## src/rtl/cpu_sequencer.sv

```systemverilog
// cpu_sequencer: multi-cycle CPU control FSM (fetch/decode/exec/mem/wb/excp).
// Ports: clk_cpu, reset (async, high); imem/dmem handshakes; decode flags;
//   irq; pc in; datapath enables ir_we/pc_we/rf_we/pc_sel; epc, cause,
//   state (debug), instret (retired count).
module cpu_sequencer #(
   parameter int TIMEOUT = 16
) (
   input  logic        clk_cpu,
   input  logic        reset,
   output logic        imem_req,
   input  logic        imem_ack,
   output logic        dmem_req,
   output logic        dmem_we,
   input  logic        dmem_ack,
   input  logic        is_load,
   input  logic        is_store,
   input  logic        wb_en,
   input  logic        take_branch,
   input  logic        excp,
   input  logic        irq,
   input  logic [31:0] pc,
   output logic        ir_we,
   output logic        pc_we,
   output logic        rf_we,
   output logic [1:0]  pc_sel,
   output logic [31:0] epc,
   output logic [1:0]  cause,
   output logic [2:0]  state,
   output logic [31:0] instret
);

   localparam logic [2:0] S_FETCH  = 3'd0;
   localparam logic [2:0] S_DECODE = 3'd1;
   localparam logic [2:0] S_EXEC   = 3'd2;
   localparam logic [2:0] S_MEM    = 3'd3;
   localparam logic [2:0] S_WB     = 3'd4;
   localparam logic [2:0] S_EXCP   = 3'd5;

   localparam logic [1:0] C_DEC = 2'd1;
   localparam logic [1:0] C_IRQ = 2'd2;
   localparam logic [1:0] C_BUS = 2'd3;

   localparam logic [1:0] PC_SEQ = 2'b00;
   localparam logic [1:0] PC_TGT = 2'b01;
   localparam logic [1:0] PC_VEC = 2'b10;

   // wait_q counts completed wait cycles, so the last allowed cycle
   // is the one where it equals TIMEOUT-1
   localparam logic [7:0] WAIT_LAST = 8'(TIMEOUT - 1);

   logic [2:0]  state_q, state_d;
   logic [7:0]  wait_q, wait_d;
   logic        irq_pend_q, irq_pend_d;
   logic [1:0]  ecause_q, ecause_d;
   logic [31:0] epc_q, epc_d;
   logic [1:0]  cause_q, cause_d;
   logic [31:0] instret_q, instret_d;

   logic commit;
   logic take_irq;
   logic wait_exp;

   assign wait_exp = (wait_q == WAIT_LAST);

   always_comb begin
      state_d  = state_q;
      ecause_d = ecause_q;
      imem_req = 1'b0;
      dmem_req = 1'b0;
      dmem_we  = 1'b0;
      ir_we    = 1'b0;
      pc_we    = 1'b0;
      rf_we    = 1'b0;
      pc_sel   = PC_SEQ;
      commit   = 1'b0;
      take_irq = 1'b0;

      case (state_q)
         S_FETCH: begin
            imem_req = 1'b1;
            if (imem_ack) begin
               ir_we   = 1'b1;
               state_d = S_DECODE;
            end else if (wait_exp) begin
               state_d  = S_EXCP;
               ecause_d = C_BUS;
            end
         end
         S_DECODE: begin
            if (excp) begin
               state_d  = S_EXCP;
               ecause_d = C_DEC;
            end else begin
               state_d = S_EXEC;
            end
         end
         S_EXEC: begin
            state_d = (is_load | is_store) ? S_MEM : S_WB;
         end
         S_MEM: begin
            dmem_req = 1'b1;
            dmem_we  = is_store;
            if (dmem_ack) begin
               // stores retire on the ack; loads still need writeback
               if (is_store) commit  = 1'b1;
               else          state_d = S_WB;
            end else if (wait_exp) begin
               state_d  = S_EXCP;
               ecause_d = C_BUS;
            end
         end
         S_WB: begin
            commit = 1'b1;
            rf_we  = wb_en;
         end
         S_EXCP: begin
            pc_we   = 1'b1;
            pc_sel  = PC_VEC;
            state_d = S_FETCH;
         end
         default: begin
            state_d = S_FETCH;
         end
      endcase

      // the instruction still retires; a pending irq only redirects
      // what follows it
      if (commit) begin
         pc_we  = 1'b1;
         pc_sel = take_branch ? PC_TGT : PC_SEQ;
         if (irq_pend_q) begin
            state_d  = S_EXCP;
            ecause_d = C_IRQ;
            take_irq = 1'b1;
         end else begin
            state_d = S_FETCH;
         end
      end
   end

   always_comb begin
      if (state_d != state_q)
         wait_d = 8'd0;
      else if (state_q == S_FETCH || state_q == S_MEM)
         wait_d = wait_q + 8'd1;
      else
         wait_d = 8'd0;
   end

   // a new irq in the cycle the old one is taken stays pending
   assign irq_pend_d = irq | (irq_pend_q & ~take_irq);
   assign instret_d  = commit ? instret_q + 32'd1 : instret_q;
   assign epc_d      = (state_q == S_EXCP) ? pc : epc_q;
   assign cause_d    = (state_q == S_EXCP) ? ecause_q : cause_q;

   always_ff @(posedge clk_cpu or posedge reset) begin
      if (reset) begin
         state_q    <= S_FETCH;
         wait_q     <= 8'd0;
         irq_pend_q <= 1'b0;
         ecause_q   <= 2'd0;
         epc_q      <= 32'd0;
         cause_q    <= 2'd0;
         instret_q  <= 32'd0;
      end else begin
         state_q    <= state_d;
         wait_q     <= wait_d;
         irq_pend_q <= irq_pend_d;
         ecause_q   <= ecause_d;
         epc_q      <= epc_d;
         cause_q    <= cause_d;
         instret_q  <= instret_d;
      end
   end

   assign state   = state_q;
   assign epc     = epc_q;
   assign cause   = cause_q;
   assign instret = instret_q;

endmodule

```

## config.mk

```make
export PLATFORM = sky130hd
export DESIGN_NAME = cpu_sequencer
export DESIGN_NICKNAME = d
export VERILOG_FILES = /design/src/rtl/cpu_sequencer.sv
export SDC_FILE = /design/constraint.sdc
export NUM_CORES = 1
export LEC_CHECK = 0
export BUFFER_PORTS_ARGS = -buffer_cell sky130_fd_sc_hd__buf_2
export CAP_MARGIN = 20
export CORE_UTILIZATION = 25
export DETAILED_ROUTE_END_ITERATION = 10
export GPL_ROUTABILITY_DRIVEN = 0
export GPL_TIMING_DRIVEN = 0
export PLACE_DENSITY = 0.45
export SLEW_MARGIN = 10
export SYNTH_ARGS = -nofsm -noshare
export SYNTH_HDL_FRONTEND = slang
export SYNTH_SLANG_ARGS = --single-unit
export TNS_END_PERCENT = 100
```

## constraint.sdc

```tcl
create_clock -name clk_cpu -period 4.8 [get_ports clk_cpu]
set_clock_uncertainty 0.05 [all_clocks]
set_input_delay 0.72 -clock clk_cpu [delete_from_list [all_inputs] [get_ports clk_cpu]]
set_output_delay 0.72 -clock clk_cpu [all_outputs]
set_load 0.02 [all_outputs]
```

Word level (Yosys, flattened, before mapping)
Cells that the tools add are included.
{"block": "totals", "word_cells": 56, "out_inout_bits": 77, "in_bits": 42, "ff_bits": 80}
{"block": "op_classes", "n_reduce_logical": 2, "eq_ne": 7, "n_addsub": 2, "n_mux": 34, "bitwise_logic": 4}
{"operator": "$add 32x1->32 const B", "n": 1}
{"operator": "$mux 3", "n": 8}
{"operator": "$mux 2", "n": 8}
{"operator": "$mux 8", "n": 2}
{"operator": "$pmux 3 s5", "n": 1}
{"operator": "$mux 1", "n": 13}
{"operator": "$add 8x1->8 const B", "n": 1}
{"operator": "$eq 8x4->1 const B", "n": 1}
{"operator": "$eq 3x2->1 const B", "n": 2}
{"operator": "$eq 3x3->1 const B", "n": 2}
{"operator": "$pmux 2 s3", "n": 1}
{"operator": "$eq 3x1->1 const B", "n": 1}
{"operator": "$logic_not 3->1", "n": 1}
{"operator": "$ne 3x3->1", "n": 1}
{"operator": "$or 1x1->1", "n": 2}
{"operator": "$pmux 1 s2", "n": 1}
{"operator": "$and 1x1->1", "n": 1}
{"operator": "$logic_or 1x1->1", "n": 1}
{"operator": "$not 1->1", "n": 1}

Longest topological paths before layout
Gate-level depths: netlist of the first run.
{"block": "depth", "word_depth": 7, "mapped_depth": 7, "depth_no_buf": 6}

Worst setup path after synthesis of the first run
No wires, ideal clock.
{"block": "synth_path", "kind": "flip-flop to output port", "startpoint": "reg state_q[1], in the netlist state[1]", "endpoint": "out pc_we", "path_slack_ps": 2356, "t_arrival_ps": 1674, "path_buffers": 2, "stages_incl_launch_ff": 6, "path_cell_list": "dfrtp_1 > clkbuf_1 > nor2b_1 > nand2_1 > clkbuf_1 > nand2_1"}
{"block": "synth_via", "elab_chain_len": 3, "word_cells_on_any_way": 6, "classes_between": "eq/ne (3); mux (3)"}
{"element": "start, declared", "line_no": "51", "text": "logic [2:0] state_q, state_d;"}
{"element": "start signal, assigned", "line_no": "166", "text": "state_q <= state_d;"}
{"element": "$eq 3x3->1 or $eq 3x2->1 (tied branches)", "line_no": "78", "text": "case (state_q)"}
{"element": "$pmux 1 s2 or $mux 1 (tied branches)", "line_no": "78"}
{"element": "$mux 1 (*)", "line_no": "128", "text": "if (commit) begin"}
{"element": "end, declared", "line_no": "23", "text": "output logic pc_we,"}
Every way passes the cells marked *; elsewhere a longest branch is shown, timed or not.

Final worst setup path of the first run
Same ends and word-level chain as after synthesis.

==> impl_metrics.tcl, run 1 <==
set metrics [dict create \
    postCtsSetupBuffers 0 \
    post-route-period-util 0.667 \
    met1_usage 0.150 \
    nets 472 \
    gr-total-overflow 0 \
    die_h_um 122 \
    netlist-cell-type-count 44 \
    die_x_um 122 \
    coreArea_sq_mm 0.0139 \
    cts-resized-gates 0 \
    setup_slack_ns 1.60 \
    grt_max_degree 59 \
    hold_viol 0 \
    layoutNonFillerInstCount 612 \
    rr_worst_depth 6 \
    ys_seq_elements 80 \
    critPathLaunchType "flip-flop" \
    whs_ns 0.299 \
    worst_pin_slew_ns 0.954 \
    cts.sinks 80 \
    portBuffers 117 \
    dpl_cell_area_sq_mm 0.00441 \
    synth_area_sq_mm 0.00357 \
    syn_area_per_cell_sq_um 12.0 \
    clk_pin_slew_ns 0.06 \
    synthArstFlopShare 1.00 \
    drtAntennaViolNets 0 \
    post-place-ws_ns 1.88 \
    critPathRequiredTime_ns 4.03 \
    dp.final_hpwl_um 6110 \
    finalWirelength_um 8680 \
    outcome "complete, no violations" \
    path_class "reg -> out" \
    ys_warn_count 0 \
    drv_cap 0 \
    rsz0062_at_grt "false" \
    min_period_ns 3.20 \
    grt_pass1_vias 2683 \
    viasPerCell 4.50 \
    setup_viol 0 \
    root_buffer "clkbuf_16" \
    final_max_slew_viol_count 0 \
    routedWlPerCell_um 14.2 \
    fin_setup_tns_ns 0 \
    area_growth_pct 31.9 \
    finalPower_mw 2.65 \
    drive_gt1_frac 0.403 \
    final.fill_count 1427 \
    placedCellCount 597 \
    num_vias 2752 \
    rows 43 \
    grt_usage 0.121 \
    critical_path.max_fanout 10 \
    hold_class "in -> async" \
    drt-initial-drc-count 125 \
    endpoint_kind "primary output" \
    clk_latency_ns 0.34 \
    cts.path.max_buffers 2 \
    grt_pass1_wl_um 13700 \
    cts_tree "built" \
    cp.arrival_ns 2.43 \
    peakVddDrop_v 0.000208 \
    top_usage_layer "met2" \
    dieArea_sq_mm 0.0148 \
    drc_errors 0 \
    postCtsHoldBufs 0 \
    fmax_ghz 0.313 \
    use_met2 0.195 \
    maxSlewHeadroom 0.358 \
    final_util 0.338 \
    cts_buffers 9 \
    final-seq-area_sq_mm 0.00200 \
    design_area_sq_mm 0.00471 \
    multi_input_area_sq_mm 0.00151 \
    ioPinCount 119 \
    grt_util_met3 0.0309 \
    ys.flop_type "dfrtp_1" \
    synth_fp_nets 343 \
    synth-edff-count 0 \
    p_leak_nw 2.29 \
    power_density_mw_per_mm2 562 \
    htree_levels 3 \
    start_util 0.256 \
    diodes 0 \
    drtPass1Iterations 4 \
    ys_seq_area_frac 0.560 \
    synth_cells 299 \
    antenna_found_initial 0 \
]
-- cells by family (layout without fill, tap and decap cells) --
| family | count (synthesis) | count (layout) | share of synthesized area |
|---|---|---|---|
| simple gates | 110 | 110 | 0.171 |
| flops | 80 | 80 | 0.560 |
| xor+xnor | 37 | 37 | 0.0907 |
| mux | 35 | 35 | 0.110 |
| compound gates | 20 | 20 | 0.0441 |
| buf+inv | 15 | 148 | 0.0172 |
| fa+ha+maj | 2 | 2 | 0.00700 |
-- worst max-delay path: stages, from the launching register on --
cell	delay (ns)
dfrtp_1	0.47
clkbuf_1	0.38
nor2b_1	0.11
nand2_1	0.38
clkbuf_1	0.48
nand2_1	0.10
buf_2	0.17
-- per-layer routing --
metal | vias to the layer above | wire length, um
li1 | 1314 | -
met1 | 1361 | 3920
met2 | 67 | 4190
met3 | 10 | 387
met4 | 0 | 177
met5 | - | 0
-- final cells by class --
class	count	share of cell area
Sequential cell	80	0.425
Clock inverter	2	0.00823
Inverter	5	0.00451
Multi-Input combinational cell	204	0.320
Clock buffer	13	0.0552
Tap cell	180	0.0478
Timing Repair Buffer	118	0.130
Buffer	10	0.00903
-- worst paths after layout --
kind | startpoint | to | slack (ns)
max in group asynchronous | reset | epc[31]$_DFFE_PP0P_ | 3.81
hold / removal | reset | epc[7]$_DFFE_PP0P_ | 0.30
setup reg to reg | state[2]$_DFF_PP0_ | wait_q[6]$_DFF_PP0_ | 2.26
hold reg to reg | instret[31]$_DFFE_PP0P_ | instret[31]$_DFFE_PP0P_ | 0.41
setup / recovery | state[1]$_DFF_PP0_ | pc_we | 1.60
min in group clk_cpu | instret[31]$_DFFE_PP0P_ | instret[31]$_DFFE_PP0P_ | 0.41
-- cell usage in the layout (no fill, tap or decap), types with 3 or more instances in the layout --
master	instances
and2_1	4
xor2_1	13
nand2b_1	5
o21ai_0	4
clkbuf_1	10
mux2_2	34
and3_1	7
a21oi_1	3
and4_1	4
nand2_1	21
nor3_1	12
buf_2	118
nand4_1	8
nor2_1	14
clkbuf_16	9
xnor2_1	24
dfrtp_1	80
inv_1	4
nand3_1	17
-- Yosys cell counts, types with 3 or more instances --
cell	count	area [sq um]
nor2_1	14	52.6
nand2b_1	5	31.3
nand4_1	8	50.1
and4_1	4	35.0
a21oi_1	3	15.0
and3_1	7	43.8
nand3_1	17	85.1
inv_1	5	18.8
and2_1	4	25.0
dfrtp_1	80	2000
clkbuf_1	8	30.0
nor3_1	12	60.1
nand2_1	21	78.8
xnor2_1	24	210
o21ai_0	4	20.0
mux2_2	34	383
xor2_1	13	114
-- power by group --
part           internal, mW  switching, mW  leakage [nW]
logic                 0.386          0.574          1.12
registers             0.867          0.118          1.02
clock network         0.430          0.273         0.146
total                  1.68          0.965          2.29
-- flip-flops by register name, indices dropped and copies added (netlist names) --
register / count
cause: 2
ecause_q: 2
epc: 32
instret: 32
irq_pend_q: 1
state: 3
wait_q: 8
No activity file was read; power rests on OpenSTA's default activity.
==> run 2: changes to the inputs <==
Clock period 4.8 ns to 3 ns, I/O delays scaled along.
==> run 2 against run 1 <==
  * Final area is essentially flat
  * Critical path depth is the same
  * Cell count is the same
  * Non-clock buffer count is the same
  * Combinational power grew 60%
  * Global-route usage is the same
  * Clock power grew 59%
  * Hold slack lost 0.27 ns
  * Wire length is essentially flat
  * Power grew 60%
  * Clock-buffer cell count is the same
==> impl_metrics.tcl, run 2 (synthesis gave the netlist of run 1 again) <==
set metrics [dict create \
    power_density_mw_per_mm2 899 \
    cts_buffers 9 \
    r2r-start "state[2]$_DFF_PP0_" \
    area_growth_pct 31.9 \
    cp.arrival_ns 2.28 \
    final_util 0.338 \
    setup_viol 0 \
    maxSlewHeadroom 0.367 \
    reg2reg_slack_ns 0.46 \
    layoutNonFillerInstCount 612 \
    finalPower_mw 4.24 \
    hold_class "in -> async" \
    rsz0062_at_grt "false" \
    drtPass1Iterations 4 \
    gr-total-overflow 0 \
    ioPinCount 119 \
    num_vias 2747 \
    post-place-ws_ns 0.349 \
    p_leak_nw 2.29 \
    critPathRequiredTime_ns 2.50 \
    dieArea_sq_mm 0.0148 \
    final_common_cell "buf_2" \
    critical_path.max_fanout 10 \
    slowest_stage "dfrtp_1" \
    grt_pass1_vias 2683 \
    crit_chain "clkbuf_1 > nor2b_1 > nand2_1 > clkbuf_2 > nand2_1 > buf_2" \
    grt_usage 0.121 \
    drive_gt1_frac 0.405 \
    path_delay_family "buffers and inverters" \
    cts-resized-gates 1 \
    die_x_um 122 \
    postCtsHoldBufs 0 \
    rows 43 \
    finalWirelength_um 8670 \
    nets 472 \
    endpoint_kind "primary output" \
    peakVddDrop_v 0.000333 \
    start_util 0.256 \
    portBuffers 117 \
    viasPerCell 4.49 \
    die_h_um 122 \
    grt_max_degree 59 \
    path_common_cell "nand2_1" \
    htree_levels 3 \
    postCtsSetupBuffers 0 \
    root_buffer "clkbuf_16" \
    r2r-end "wait_q[6]$_DFF_PP0_" \
    drv_cap 0 \
    clk_latency_ns 0.34 \
    dp.final_hpwl_um 6110 \
    grt_pass1_wl_um 13700 \
    hold_viol 0 \
    post-route-period-util 0.928 \
    final.fill_count 1426 \
    placedCellCount 597 \
    layout_common_cells "buf_2 (118), dfrtp_1 (80), mux2_2 (34), xnor2_1 (24), nand2_1 (21)" \
    antenna_found_initial 0 \
    min_period_ns 2.78 \
    coreArea_sq_mm 0.0139 \
    outcome "complete, no violations" \
    drc_errors 0 \
    path_buf_inv 3 \
    setup_slack_ns 0.217 \
    rr_worst_depth 6 \
    path_class "reg -> out" \
    critPathLaunchType "flip-flop" \
    clk_pin_slew_ns 0.06 \
    routedWlPerCell_um 14.2 \
    cts.path.max_buffers 2 \
    cts_tree "built" \
    worst_pin_slew_ns 0.941 \
    cts.sinks 80 \
    fmax_ghz 0.359 \
    cpPeakStageDelay_ns 0.47 \
    drtAntennaViolNets 0 \
    final_max_slew_viol_count 0 \
    diodes 0 \
    drt-initial-drc-count 125 \
    whs_ns 0.0289 \
]
==> run 2: layer usage <==
metal,GRT usage,vias up,share of wire
li1,-,1313,-
met1,0.150,1357,0.45
met2,0.195,67,0.48
met3,0.0309,10,0.045
met4,0.0579,0,0.020
met5,0,-,0
==> run 2: area by class of cell <==
type,count,area (sq um),area share
multi-input cells,204,1510,0.320
well taps,180,225,0.0478
inverters,5,21.3,0.00451
clock buffers,13,260,0.0552
plain buffers,10,43.8,0.00929
repair buffers,118,613,0.130
clock inverters,2,38.8,0.00823
flip-flops and latches,80,2000,0.425
==> run 2: how the worst max path moves through the flow <==
stage,from,to,slack (ns),cells after the start
after global routing,state[1]$_DFF_PP0_,pc_we,0.02,6
final,state[1]$_DFF_PP0_,pc_we,0.22,6
after global placement,reset,epc[31]$_DFFE_PP0P_,-0.74,2
after floorplan,reset,cause[0]$_DFFE_PP0P_,0.45,1
after detailed placement,state[1]$_DFF_PP0_,pc_we,0.35,6
after CTS,state[1]$_DFF_PP0_,pc_we,0.14,6
==> run 2: power by group <==
group | total [mW] | internal, mW | switching (mW)
combinational | 1.54 | 0.618 | 0.919
clock | 1.12 | 0.688 | 0.437
sequential | 1.58 | 1.39 | 0.189
==> run 2: metrics by stage <==
step           area (sq um)  TNS (ns)
6_report               4710         0
5_1_grt                4710         0
4_1_cts                4710         0
3_5_place_dp           4410         0
3_3_place_gp           4380    -58.92
2_1_floorplan          3570         0
